**src/rtl/pipeline_hazard_ctrl.sv**
```systemverilog
// Hazard and sequencing controller for a 5-stage pipeline: load-use stalls, branch flush,
// memory-wait freeze with timeout into a sticky error state, and a saturating stall counter.
module pipeline_hazard_ctrl #(
    parameter int WAIT_MAX = 16,
    parameter int CNT_W    = 16
) (
    input  logic             clk,
    input  logic             reset,
    input  logic             valid_D,
    input  logic [4:0]       rs1_D,
    input  logic [4:0]       rs2_D,
    input  logic             use_rs1_D,
    input  logic             use_rs2_D,
    input  logic [4:0]       rd_D,
    input  logic             reg_write_D,
    input  logic             mem_read_D,
    input  logic             Select_PC,
    input  logic             mem_req,
    input  logic             mem_ready,
    output logic             stall_F,
    output logic             stall_D,
    output logic             flush_D,
    output logic             bubble_E,
    output logic             stall_E,
    output logic             stall_M,
    output logic [1:0]       ctrl_state,
    output logic             error,
    output logic [CNT_W-1:0] stall_cycles
);

    localparam int WCW = $clog2(WAIT_MAX);
    localparam logic [WCW-1:0] WAIT_LAST = WCW'(WAIT_MAX - 1);

    localparam logic [1:0] ST_RUN   = 2'b00;
    localparam logic [1:0] ST_WAIT  = 2'b01;
    localparam logic [1:0] ST_ERROR = 2'b11;

    logic [1:0]       state_q, state_d;
    logic [WCW-1:0]   wait_cnt_q, wait_cnt_d;
    logic [CNT_W-1:0] cnt_q, cnt_d;

    logic [4:0] ex_rd_q, ex_rd_d;
    logic       ex_we_q, ex_we_d;
    logic       ex_load_q, ex_load_d;
    logic [4:0] mem_rd_q, mem_rd_d;
    logic       mem_we_q, mem_we_d;
    logic       mem_load_q, mem_load_d;

    logic freeze;
    logic hit1, hit2, luh;

    assign freeze = (mem_req && !mem_ready) || (state_q == ST_ERROR);

    // Only loads still in EX or MEM stall; WB data reaches D through the register file.
    assign hit1 = use_rs1_D && (rs1_D != 5'd0) &&
                  ((ex_load_q  && ex_we_q  && (ex_rd_q  == rs1_D)) ||
                   (mem_load_q && mem_we_q && (mem_rd_q == rs1_D)));
    assign hit2 = use_rs2_D && (rs2_D != 5'd0) &&
                  ((ex_load_q  && ex_we_q  && (ex_rd_q  == rs2_D)) ||
                   (mem_load_q && mem_we_q && (mem_rd_q == rs2_D)));
    assign luh  = valid_D && (hit1 || hit2);

    always_comb begin
        stall_F  = 1'b0;
        stall_D  = 1'b0;
        flush_D  = 1'b0;
        bubble_E = 1'b0;
        stall_E  = 1'b0;
        stall_M  = 1'b0;
        if (freeze) begin
            stall_F = 1'b1;
            stall_D = 1'b1;
            stall_E = 1'b1;
            stall_M = 1'b1;
        end else if (luh) begin
            // Branch operands are stale during a load-use stall, so Select_PC is ignored.
            stall_F  = 1'b1;
            stall_D  = 1'b1;
            bubble_E = 1'b1;
        end else if (Select_PC && valid_D) begin
            flush_D = 1'b1;
        end
    end

    always_comb begin
        ex_rd_d    = ex_rd_q;
        ex_we_d    = ex_we_q;
        ex_load_d  = ex_load_q;
        mem_rd_d   = mem_rd_q;
        mem_we_d   = mem_we_q;
        mem_load_d = mem_load_q;
        if (!freeze) begin
            mem_rd_d   = ex_rd_q;
            mem_we_d   = ex_we_q;
            mem_load_d = ex_load_q;
            if (bubble_E || !valid_D) begin
                ex_rd_d   = 5'd0;
                ex_we_d   = 1'b0;
                ex_load_d = 1'b0;
            end else begin
                ex_rd_d   = rd_D;
                ex_we_d   = reg_write_D;
                ex_load_d = mem_read_D;
            end
        end
    end

    always_comb begin
        state_d    = state_q;
        wait_cnt_d = wait_cnt_q;
        case (state_q)
            ST_RUN: begin
                if (freeze) begin
                    state_d    = ST_WAIT;
                    wait_cnt_d = wait_cnt_q + WCW'(1);
                end else begin
                    wait_cnt_d = '0;
                end
            end
            ST_WAIT: begin
                if (freeze) begin
                    if (wait_cnt_q == WAIT_LAST) begin
                        state_d = ST_ERROR;
                    end else begin
                        wait_cnt_d = wait_cnt_q + WCW'(1);
                    end
                end else begin
                    state_d    = ST_RUN;
                    wait_cnt_d = '0;
                end
            end
            ST_ERROR: begin
                state_d = ST_ERROR;
            end
            default: begin
                state_d = ST_ERROR;
            end
        endcase
    end

    assign cnt_d = (stall_F && (cnt_q != {CNT_W{1'b1}})) ? cnt_q + CNT_W'(1) : cnt_q;

    always_ff @(posedge clk) begin
        if (reset) begin
            state_q    <= ST_RUN;
            wait_cnt_q <= '0;
            cnt_q      <= '0;
            ex_rd_q    <= 5'd0;
            ex_we_q    <= 1'b0;
            ex_load_q  <= 1'b0;
            mem_rd_q   <= 5'd0;
            mem_we_q   <= 1'b0;
            mem_load_q <= 1'b0;
        end else begin
            state_q    <= state_d;
            wait_cnt_q <= wait_cnt_d;
            cnt_q      <= cnt_d;
            ex_rd_q    <= ex_rd_d;
            ex_we_q    <= ex_we_d;
            ex_load_q  <= ex_load_d;
            mem_rd_q   <= mem_rd_d;
            mem_we_q   <= mem_we_d;
            mem_load_q <= mem_load_d;
        end
    end

    assign ctrl_state   = state_q;
    assign error        = (state_q == ST_ERROR);
    assign stall_cycles = cnt_q;

endmodule

```
**config.mk**
```make
export PLATFORM = sky130hd
export DESIGN_NAME = pipeline_hazard_ctrl
export DESIGN_NICKNAME = d
export VERILOG_FILES = /design/src/rtl/pipeline_hazard_ctrl.sv
export SDC_FILE = /design/constraint.sdc
export NUM_CORES = 1
export LEC_CHECK = 0
export ABC_CLOCK_PERIOD_IN_PS = 2600
export BUFFER_PORTS_ARGS = -buffer_cell sky130_fd_sc_hd__buf_2
export CAP_MARGIN = 20
export CORE_MARGIN = 1.5
export CORE_UTILIZATION = 40
export CTS_CLUSTER_DIAMETER = 80
export DETAILED_ROUTE_END_ITERATION = 8
export MAX_ROUTING_LAYER = met4
export SYNTH_ARGS = -nofsm -noshare
export SYNTH_HDL_FRONTEND = slang
export SYNTH_SLANG_ARGS = --single-unit
```
**constraint.sdc**
```tcl
create_clock -name clk -period 2.6 [get_ports clk]
set_input_delay 0.13 -clock clk [delete_from_list [all_inputs] [get_ports clk]]
set_output_delay 0.13 -clock clk [all_outputs]
set_load 0.05 [all_outputs]
```
Yosys cells after proc, flatten, opt, wreduce, memory -nomap -nowiden:

Index checks and enable logic that the tools add are counted.

* register bits: 36
* bits in latches: 0
* RAM bits: 0
* bits in read-only memories: 0
* input port bits: 25
* output and inout port bits: 25
* word-level logic and storage cells: 67
* memories: 0

* $add $sub $neg: 2
* multiply operators: 0
* div/mod/pow operators: 0
* magnitude comparators: 0
* eq/ne operators: 11
* shift operators: 0
* muxes and demuxes: 18
* bitwise gates (word level): 0
* reduce and logical (&&, ||, !) cells: 27

Operators by type and width (count)
* equality test 5 bit: 4
* adder 16 x 1 -> 16 bit, second input constant: 1
* != test 16 bit, second input constant: 1
* logical AND 1 bit: 14
* 2-to-1 mux 4 bit: 3
* nonzero test 5 bit: 2
* 2-to-1 mux 1 bit: 9
* one-hot mux 4 bit (2 select lines): 1
* 2-to-1 mux 2 bit: 3
* != test 3 bit, second input constant: 2
* logical OR 1 bit: 5
* 2-to-1 mux 5 bit: 1
* adder 4 x 1 -> 4 bit, second input constant: 1
* equality test 4 bit, second input constant: 1
* one-hot mux 2 bit (2 select lines): 1
* AND reduction 2 bit: 2
* equality test 2 x 1 -> 1 bit, second input constant: 1
* equality test 2 bit, second input constant: 1
* zero test 1 bit: 2
* zero test 2 bit: 1
* != test 2 bit, second input constant: 1
* nonzero test 2 bit: 1

Depth between registers and ports, before layout:

Gate-level depths: netlist (run 1).

* word-level depth: 10
* depth in mapped cells: 9
* mapped depth without buffers: 6

Worst setup path after synthesis (run 1):

Ideal clock, no wire load.

* path type: reg2out
* from: register state_q[1], in the netlist ctrl_state[1]
* to: output bubble_E
* arrival time: 2.848 ns
* data required time: 2.470 ns
* slack: -0.378 ns
* cell stages (with the launch flop): 6
* buffers on the path: 1
* path through: dfxtp_1 > and2_1 > nor2_1 > clkinv_1 > clkbuf_1 > nor2_1

* longest elaborated chain between the ends: 3

Ends and longest elaborated chain
* start, declared: RTL line 38 `logic [1:0] state_q, state_d;`
* start signal, assigned: RTL line 155 `state_q <= state_d;`
* equality test 2 bit
* via error: RTL line 27 `output logic error,`
* logical OR 1 bit: RTL line 52 `assign freeze = (mem_req && !mem_ready) || (state_q == ST_ERROR);`
* 2-to-1 mux 1 bit: RTL line 70 `if (freeze) begin`
* end, declared: RTL line 23 `output logic bubble_E,`

The timed path passes the listed nets, and every way through them passes these cells.

Worst setup path in the final report (run 1):

* from: register ex_rd_q[3]
* to: output stall_F

* longest elaborated chain between the ends: 8
* elaborated cells between the ends (all ways): 12
* those cells by class: eq/ne (2); mux (2); reduce/logical (8)

Ends and longest elaborated chain
* start, declared: RTL line 42 `logic [4:0] ex_rd_q, ex_rd_d;`
* start signal, assigned: RTL line 158 `ex_rd_q <= ex_rd_d;`
* equality test 5 bit (on tied branches): RTL line 56, 59
* logical AND 1 bit (on tied branches): RTL line 56, 59
* logical OR 1 bit (on tied branches): RTL line 56, 59
* logical AND 1 bit (on tied branches): RTL line 55, 58
* logical OR 1 bit (*): RTL line 61 `assign luh = valid_D && (hit1 || hit2);`
* logical AND 1 bit (*): RTL line 61
* 2-to-1 mux 1 bit (*): RTL line 75 `end else if (luh) begin`
* 2-to-1 mux 1 bit (*): RTL line 70
* end, declared: RTL line 20 `output logic stall_F,`

Mark *: on every way between the ends. The rest lies on a longest branch, timed or not.

==> metrics.log, run 1 <==
INFO  metric standard_cell_core_area = 5540 um^2
INFO  metric max_stage_delay = 0.35 ns
INFO  metric most_frequent_cells_in_the_layout = sky130_fd_sc_hd__buf_2 (49), sky130_fd_sc_hd__dfxtp_1 (36), sky130_fd_sc_hd__nand2_1 (33)
INFO  metric setup.worst_path.class = register to output pin
INFO  metric drive_above_1_share = 0.257
INFO  metric via_density = 5.56
INFO  metric flow.area_growth_from_synthesis = 18.0%
INFO  metric place.port_buffers = 49
INFO  metric report.final.hold_viol_count = 0
INFO  metric post-cts-setup-buffer-count = 0
INFO  metric layout.nets = 353
INFO  metric cell_internal_pwr = 970 uW
INFO  metric synthesis.area = 2300 um^2
INFO  metric antenna_found_initial = 0
INFO  metric antenna_cells = 0
INFO  metric placement_rows = 27
INFO  metric synth.ff_latch_count = 36
INFO  metric design_power_total = 1.31 mW
INFO  metric number_of_synthesized_flops_with_an_enable_pin = 0
INFO  metric power.combinational.fraction = 0.142
INFO  metric crit-reg2reg-capture = stall_cycles[0]
INFO  metric drt_pre_antenna_iters = 4
INFO  metric path_category_of_the_worst_min_delay_check = input pin to register
INFO  metric wl_per_cell = 14.3 um
INFO  metric met3_usage = 0.0333
INFO  metric post-synth-top-area-fraction = 0.313
INFO  metric gr-total-overflow = 0
INFO  metric synth.yosys.warnings = 0
INFO  metric hold_buffers = 0
INFO  metric cts_tree = built
INFO  metric worstPathArrival = 2.03 ns
INFO  metric max_freq = 0.464 GHz
INFO  metric ys_async_sr_fraction = 0
INFO  metric met2_usage = 0.322
INFO  metric ir_drop = 0.209 mV
INFO  metric clk_path_buf_depth = 2
INFO  metric finalCritPeriodShare = 0.830
INFO  metric timing_max_transition_violations_final = 0
INFO  metric cts.sinks = 36
INFO  metric end_kind = output pin
INFO  metric fillCellCount = 586
INFO  metric switching_share = 0.262
INFO  metric setup_viol = 0
INFO  metric timing.max_slew.rel_slack = 0.555
INFO  metric layoutNonFillerInstCount = 399
INFO  metric worst-r2r-cell-count = 6
INFO  metric cpMostUsedCell = sky130_fd_sc_hd__nand2_1
INFO  metric reg2reg_launch_point = stall_cycles[0]
INFO  metric finClkSkew = 0.00775 ns
INFO  metric clock_power_share = 0.410
INFO  metric avgSynthCellArea = 8.13 um^2
INFO  metric synthesis.nets = 310
INFO  metric die_height = 78.8 um
INFO  metric ff2ff_setup_slack = 0.46 ns
INFO  metric cts_root_buf = sky130_fd_sc_hd__clkbuf_8
INFO  metric grtUsageTotal = 0.202
INFO  metric ys.flop_type = sky130_fd_sc_hd__dfxtp_1
INFO  metric postRouteAntennaNets = 0
INFO  metric seq_area_frac_synth = 0.313
INFO  metric leakage = 1.11 nW
INFO  metric num_io_pins = 50
INFO  metric starting_density_of_the_core = 0.415
INFO  metric yosysTopAreaCell = sky130_fd_sc_hd__dfxtp_1
INFO  metric period_needed = 2.16 ns
INFO  metric cellPowerDensity = 484 nW/um^2
INFO  metric cts_inserted_buffers = 5
INFO  metric dieWidth = 78.8 um
INFO  metric gr-max-usage-layer = met2
INFO  metric drt_iter0_drc = 113
INFO  metric global_route_wire_length_before_repair = 9750 um
INFO  metric run_status = finished clean
INFO  metric cts_htree_levels = 2
INFO  metric cp_slowest_cell = sky130_fd_sc_hd__dfxtp_1
INFO  metric postSynthCellCount = 283
INFO  metric crit_required = 2.47 ns
INFO  metric synth_area_leaders = sky130_fd_sc_hd__dfxtp_1 (31%), sky130_fd_sc_hd__xor2_1 (8.4%), sky130_fd_sc_hd__o311ai_2 (5.7%)
INFO  metric clk_latency = 0.29 ns
INFO  metric remaining_drc_errors = 0
INFO  metric design.die.area = 6210 um^2
INFO  metric hold_depth = 3
INFO  metric final_common_cell = sky130_fd_sc_hd__buf_2
INFO  metric worstSetupStartpointType = register
INFO  metric hold-path-endpoint = ex_rd_q[1]
INFO  metric worst-path-max-fanout = 4
INFO  metric crit_chain = xor2_1 > nor4_1 > a22oi_1 > o22ai_2 > nand2_1 > nand2_1 > buf_2
INFO  metric p_sw = 344 uW
INFO  metric pin_count_of_the_biggest_net_entering_global_routing = 42
INFO  metric ys_types = 49
INFO  metric total_routed_length = 5700 um
INFO  metric grt_util_met1 = 0.258
INFO  metric placed_cells = 391
INFO  metric globalplace.congestion = 0.893
INFO  metric timing.max_cap.violations = 0
INFO  metric grt_pass1_vias = 2100
INFO  metric ctsResizeCount = 0
INFO  metric grt_setup_unrepaired = no
INFO  metric totalNegativeSetupSlack = 0 ns
INFO  metric clk_transition_reported_paths = 0.07 ns
INFO  metric vias = 2218
INFO  metric worst_hold_startpoint = rd_D[1]
INFO  metric timing_worst_slew_pin_value = 0.667 ns
INFO  metric place.detailed.hpwl = 4080 um
INFO  metric power.sequential.fraction = 0.448
==> metrics by stage <==
| step | area (um^2) | setup slack (ns) | utilization | hold WS, ns |
|---|---|---|---|---|
| global placement | 2590 | 0.490 | 0.467 | 0.418 |
| finish | 2710 | 0.443 | 0.490 | 0.115 |
| detailed placement | 2590 | 0.466 | 0.467 | 0.411 |
| CTS | 2710 | 0.402 | 0.490 | 0.101 |
| global route | 2710 | 0.249 | 0.490 | 0.115 |
| floorplan | 2310 | 0.0586 | - | 0.298 |
==> flip-flops by register name, indices dropped and copies added, names as in the netlist <==
signal / count
mem_rd_q: 5
mem_we_q: 1
ex_rd_q: 5
ex_load_q: 1
ctrl_state: 2
wait_cnt_q: 4
stall_cycles: 16
mem_load_q: 1
ex_we_q: 1
==> worst max-delay path by stage <==
| stage | start | end | slack (ns) | cells after the start |
|---|---|---|---|---|
| after floorplan | ctrl_state[1] | flush_D | 0.06 | 5 |
| after global routing | stall_cycles[0] | stall_cycles[6] | 0.25 | 6 |
| after global placement | stall_cycles[0] | stall_cycles[0] | 0.49 | 6 |
| after detailed placement | stall_cycles[0] | stall_cycles[0] | 0.47 | 6 |
| final | ex_rd_q[3] | stall_F | 0.44 | 7 |
| after CTS | ex_rd_q[3] | stall_F | 0.40 | 7 |
==> synth_stat cells (all sizes together) (8+ instances only) <==
master and n:
nor4 8, nand2b 16, buf 14, a31oi 8, nand2 33, clkbuf 8, xor2 22, dfxtp 36
nand3 16, a21oi 26, o311ai 11, nand4 14, nor2 18
==> power by group through the flow <==
stage	Combinational (mW)	Sequential, mW	Clock [mW]
final	0.186	0.589	0.539
after CTS	0.187	0.589	0.553
after floorplan	0.104	0.624	0
after detailed placement	0.186	0.602	0
after global routing	0.203	0.592	0.579
after global placement	0.185	0.601	0
==> area by class of cell <==
cell class	count	area, um^2	area share
repair buffers	58	313	0.115
inverters	4	15.0	0.00553
multi-input cells	221	1450	0.534
flip-flops and latches	36	721	0.266
well taps	72	90.1	0.0332
clock inverters	1	30.0	0.0111
clock buffers	7	96.3	0.0355
==> layer usage <==
layer  vias up  part of all wire
met4         0             0.012
met2        49              0.45
met3         8             0.047
met5         -                 0
met1      1033              0.49
li1       1128                 -
==> cells by family (layout without fill, tap and decap cells) <==
family                     count (synthesis)  in the layout  synth area share
AOI/OAI and AO/OA                         63             63             0.212
xor gates and xnor gates                  22             22            0.0838
adders and majority gates                  2              2            0.0109
buffers and inverters                     26             70            0.0631
DFF                                       36             36             0.313
muxes                                      3              3            0.0136
and+or+nand+nor                          131            131             0.303
==> critical path, delay by kind of cell, from the launching register on <==
kind,cells,cell delay [ns]
AOI/OAI and AO/OA,2,0.44
xor gates and xnor gates,1,0.17
buffers and inverters,1,0.26
DFF,1,0.35
and+or+nand+nor,3,0.53
No activity file was read; power rests on OpenSTA's default activity.
==> run 2: changes to the inputs <==
--- a/config.mk
+++ b/config.mk
@@ -5,7 +5,7 @@
 export SDC_FILE = /design/constraint.sdc
 export NUM_CORES = 1
 export LEC_CHECK = 0
-export ABC_CLOCK_PERIOD_IN_PS = 2600
+export ABC_CLOCK_PERIOD_IN_PS = 1850
 export BUFFER_PORTS_ARGS = -buffer_cell sky130_fd_sc_hd__buf_2
 export CAP_MARGIN = 20
 export CORE_MARGIN = 1.5
==> constraint.sdc (replaced) <==
create_clock -name clk -period 1.85 [get_ports clk]
set_input_delay 0.0925 -clock clk [delete_from_list [all_inputs] [get_ports clk]]
set_output_delay 0.0925 -clock clk [all_outputs]
set_load 0.05 [all_outputs]
==> run 2 against run 1 <==
  * The run now ends with setup timing left
  * Clock-buffer cell count down 1
  * Core utilization up 9.1 points
  * Register-to-register slack worse by 0.60 ns
  * Largest power group unchanged
==> metrics.log, run 2 (same netlist as run 1, synthesis figures left out) <==
INFO  metric timing.critical_path.max_delay_family = simple AND/OR/NAND/NOR gates
INFO  metric crit_chain = xor2_1 > nor4_2 > a22oi_2 > o22ai_4 > nand2_8 > nor2_4 > buf_6
INFO  metric switching_share = 0.301
INFO  metric wl_per_cell = 15.0 um
INFO  metric design.die.area = 6210 um^2
INFO  metric timing.critical_path.buf_inv = 1
INFO  metric timing_max_transition_violations_final = 0
INFO  metric cp_slowest_cell = sky130_fd_sc_hd__dfxtp_1
INFO  metric period_needed = 1.99 ns
INFO  metric ff2ff_setup_slack = -0.14 ns
INFO  metric grt_pass1_vias = 2123
INFO  metric gr-total-overflow = 0
INFO  metric drt_pre_antenna_iters = 4
INFO  metric violations = setup timing
INFO  metric power.sequential.fraction = 0.473
INFO  metric drive_above_1_share = 0.423
INFO  metric setup.worst_path.class = register to output pin
INFO  metric timing_worst_slew_pin_value = 0.528 ns
INFO  metric finClkSkew = 0.00625 ns
INFO  metric grt_setup_unrepaired = yes
INFO  metric final_common_cell = sky130_fd_sc_hd__buf_2
INFO  metric total_routed_length = 6340 um
INFO  metric hold-path-endpoint = ex_rd_q[3]
INFO  metric worst_hold_slack = 0.0695 ns
INFO  metric die_height = 78.8 um
INFO  metric clock_power_share = 0.340
INFO  metric worstPathArrival = 1.90 ns
INFO  metric postRouteAntennaNets = 0
INFO  metric met3_usage = 0.0356
INFO  metric worst_hold_startpoint = rd_D[3]
INFO  metric clk_latency = 0.29 ns
INFO  metric cellPowerDensity = 539 nW/um^2
INFO  metric placed_cells = 407
INFO  metric grt_util_met1 = 0.270
INFO  metric run_status = complete, but fails checks
INFO  metric final_core_utilization = 0.581
INFO  metric totalNegativeSetupSlack = -1.51 ns
INFO  metric worst_slack = -0.141 ns
INFO  metric most_frequent_cells_in_the_layout = sky130_fd_sc_hd__buf_2 (45), sky130_fd_sc_hd__nand2_1 (31), sky130_fd_sc_hd__buf_4 (28)
INFO  metric power.combinational.fraction = 0.186
INFO  metric layoutNonFillerInstCount = 422
INFO  metric end_kind = output pin
INFO  metric place.port_buffers = 49
INFO  metric cts.sinks = 36
INFO  metric via_density = 5.58
INFO  metric clk_transition_reported_paths = 0.07 ns
INFO  metric multi_input_comb_area = 1700 um^2
INFO  metric grtUsageTotal = 0.206
INFO  metric setup_viol = 18
INFO  metric hold_buffers = 0
INFO  metric pin_count_of_the_biggest_net_entering_global_routing = 33
INFO  metric p_sw = 523 uW
INFO  metric flow.area_growth_from_synthesis = 39.9%
INFO  metric cts_tree = built
INFO  metric timing.max_slew.rel_slack = 0.648
INFO  metric clk_path_buf_depth = 2
INFO  metric met2_usage = 0.326
INFO  metric place.detailed.hpwl = 4430 um
INFO  metric path_category_of_the_worst_min_delay_check = input pin to register
INFO  metric report.final.hold_viol_count = 0
INFO  metric worstSetupStartpointType = register
INFO  metric remaining_drc_errors = 0
INFO  metric worst-path-max-fanout = 4
INFO  metric max_freq = 0.502 GHz
INFO  metric cts_root_buf = sky130_fd_sc_hd__clkbuf_8
INFO  metric timing.critical_path.depth = 7
INFO  metric cts_inserted_buffers = 5
INFO  metric design_power_total = 1.73 mW
INFO  metric hold_depth = 3
INFO  metric layout.nets = 376
INFO  metric layout.area.seq = 768 um^2
INFO  metric cts_htree_levels = 2
INFO  metric crit_required = 1.76 ns
INFO  metric timing.max_cap.violations = 0
INFO  metric num_io_pins = 50
INFO  metric fillCellCount = 514
INFO  metric reg2reg_launch_point = mem_rd_q[4]
INFO  metric drt_iter0_drc = 101
INFO  metric leakage = 1.28 nW
INFO  metric vias = 2355
INFO  metric largest_register_ffs = 16
INFO  metric globalplace.congestion = 0.879
INFO  metric dieWidth = 78.8 um
INFO  metric global_route_wire_length_before_repair = 9910 um
INFO  metric ir_drop = 0.356 mV
INFO  metric finalCritPeriodShare = 1.08
INFO  metric antenna_found_initial = 0
INFO  metric crit-reg2reg-capture = stall_cycles[0]
INFO  metric starting_density_of_the_core = 0.415
INFO  metric worst-r2r-cell-count = 8
INFO  metric max_stage_delay = 0.35 ns
INFO  metric standard_cell_core_area = 5540 um^2
INFO  metric cell_internal_pwr = 1.21 mW
INFO  metric gr-max-usage-layer = met2
INFO  metric antenna_cells = 0
INFO  metric placement_rows = 27
[run 2: cell type report]
| cell class | instances | share of cell area |
|---|---|---|
| clock buffer | 6 | 0.0257 |
| clock inverter | 2 | 0.00311 |
| inverter | 4 | 0.00505 |
| multi-input combinational | 221 | 0.527 |
| sequential | 36 | 0.239 |
| tap | 72 | 0.0280 |
| timing repair buffer | 81 | 0.173 |
[run 2: tightest hold or removal path, cell delays in order]
cell                      delay (ns)
sky130_fd_sc_hd__buf_2          0.10
sky130_fd_sc_hd__nand4_1        0.07
sky130_fd_sc_hd__a21oi_1        0.06
[run 2: worst max-delay path by stage]
stage / from / to
2_1_floorplan: stall_cycles[2] / stall_cycles[0]
3_3_place_gp: ex_rd_q[1] / bubble_E
3_5_place_dp: ex_rd_q[0] / bubble_E
4_1_cts: ex_rd_q[1] / bubble_E
5_1_grt: mem_rd_q[4] / flush_D
6_report: mem_rd_q[4] / bubble_E
[run 2: metrics by stage]
step	worst slack (ns)	instance area, um^2
after floorplan	-0.0958	2440
after global placement	-0.0334	2850
after detailed placement	-0.0419	2850
after CTS	-0.177	3040
after global routing	-0.220	3220
final	-0.141	3220
[run 2: repair_timing]
| action | in CTS | in global routing |
|---|---|---|
| gates resized for setup | 18 | 22 |
| setup buffers | 5 | 3 |
| gates cloned | 0 | 1 |
| endpoints found under the setup margin | 9 | 21 |
| pin swaps | 6 | 15 |
[run 2: layer usage]
layer	vias to the layer above	wire length, um
met5	-	0
met4	0	82
met3	9	257
met2	70	2890
met1	1113	3110
li1	1163	-
[run 2: power by group through the flow]
stage	clock network [mW]	logic [mW]	registers [mW]
2_1_floorplan	0	0.155	0.874
3_5_place_dp	0	0.284	0.838
3_3_place_gp	0	0.281	0.837
6_report	0.590	0.323	0.820
4_1_cts	0.609	0.300	0.820
5_1_grt	0.640	0.346	0.824
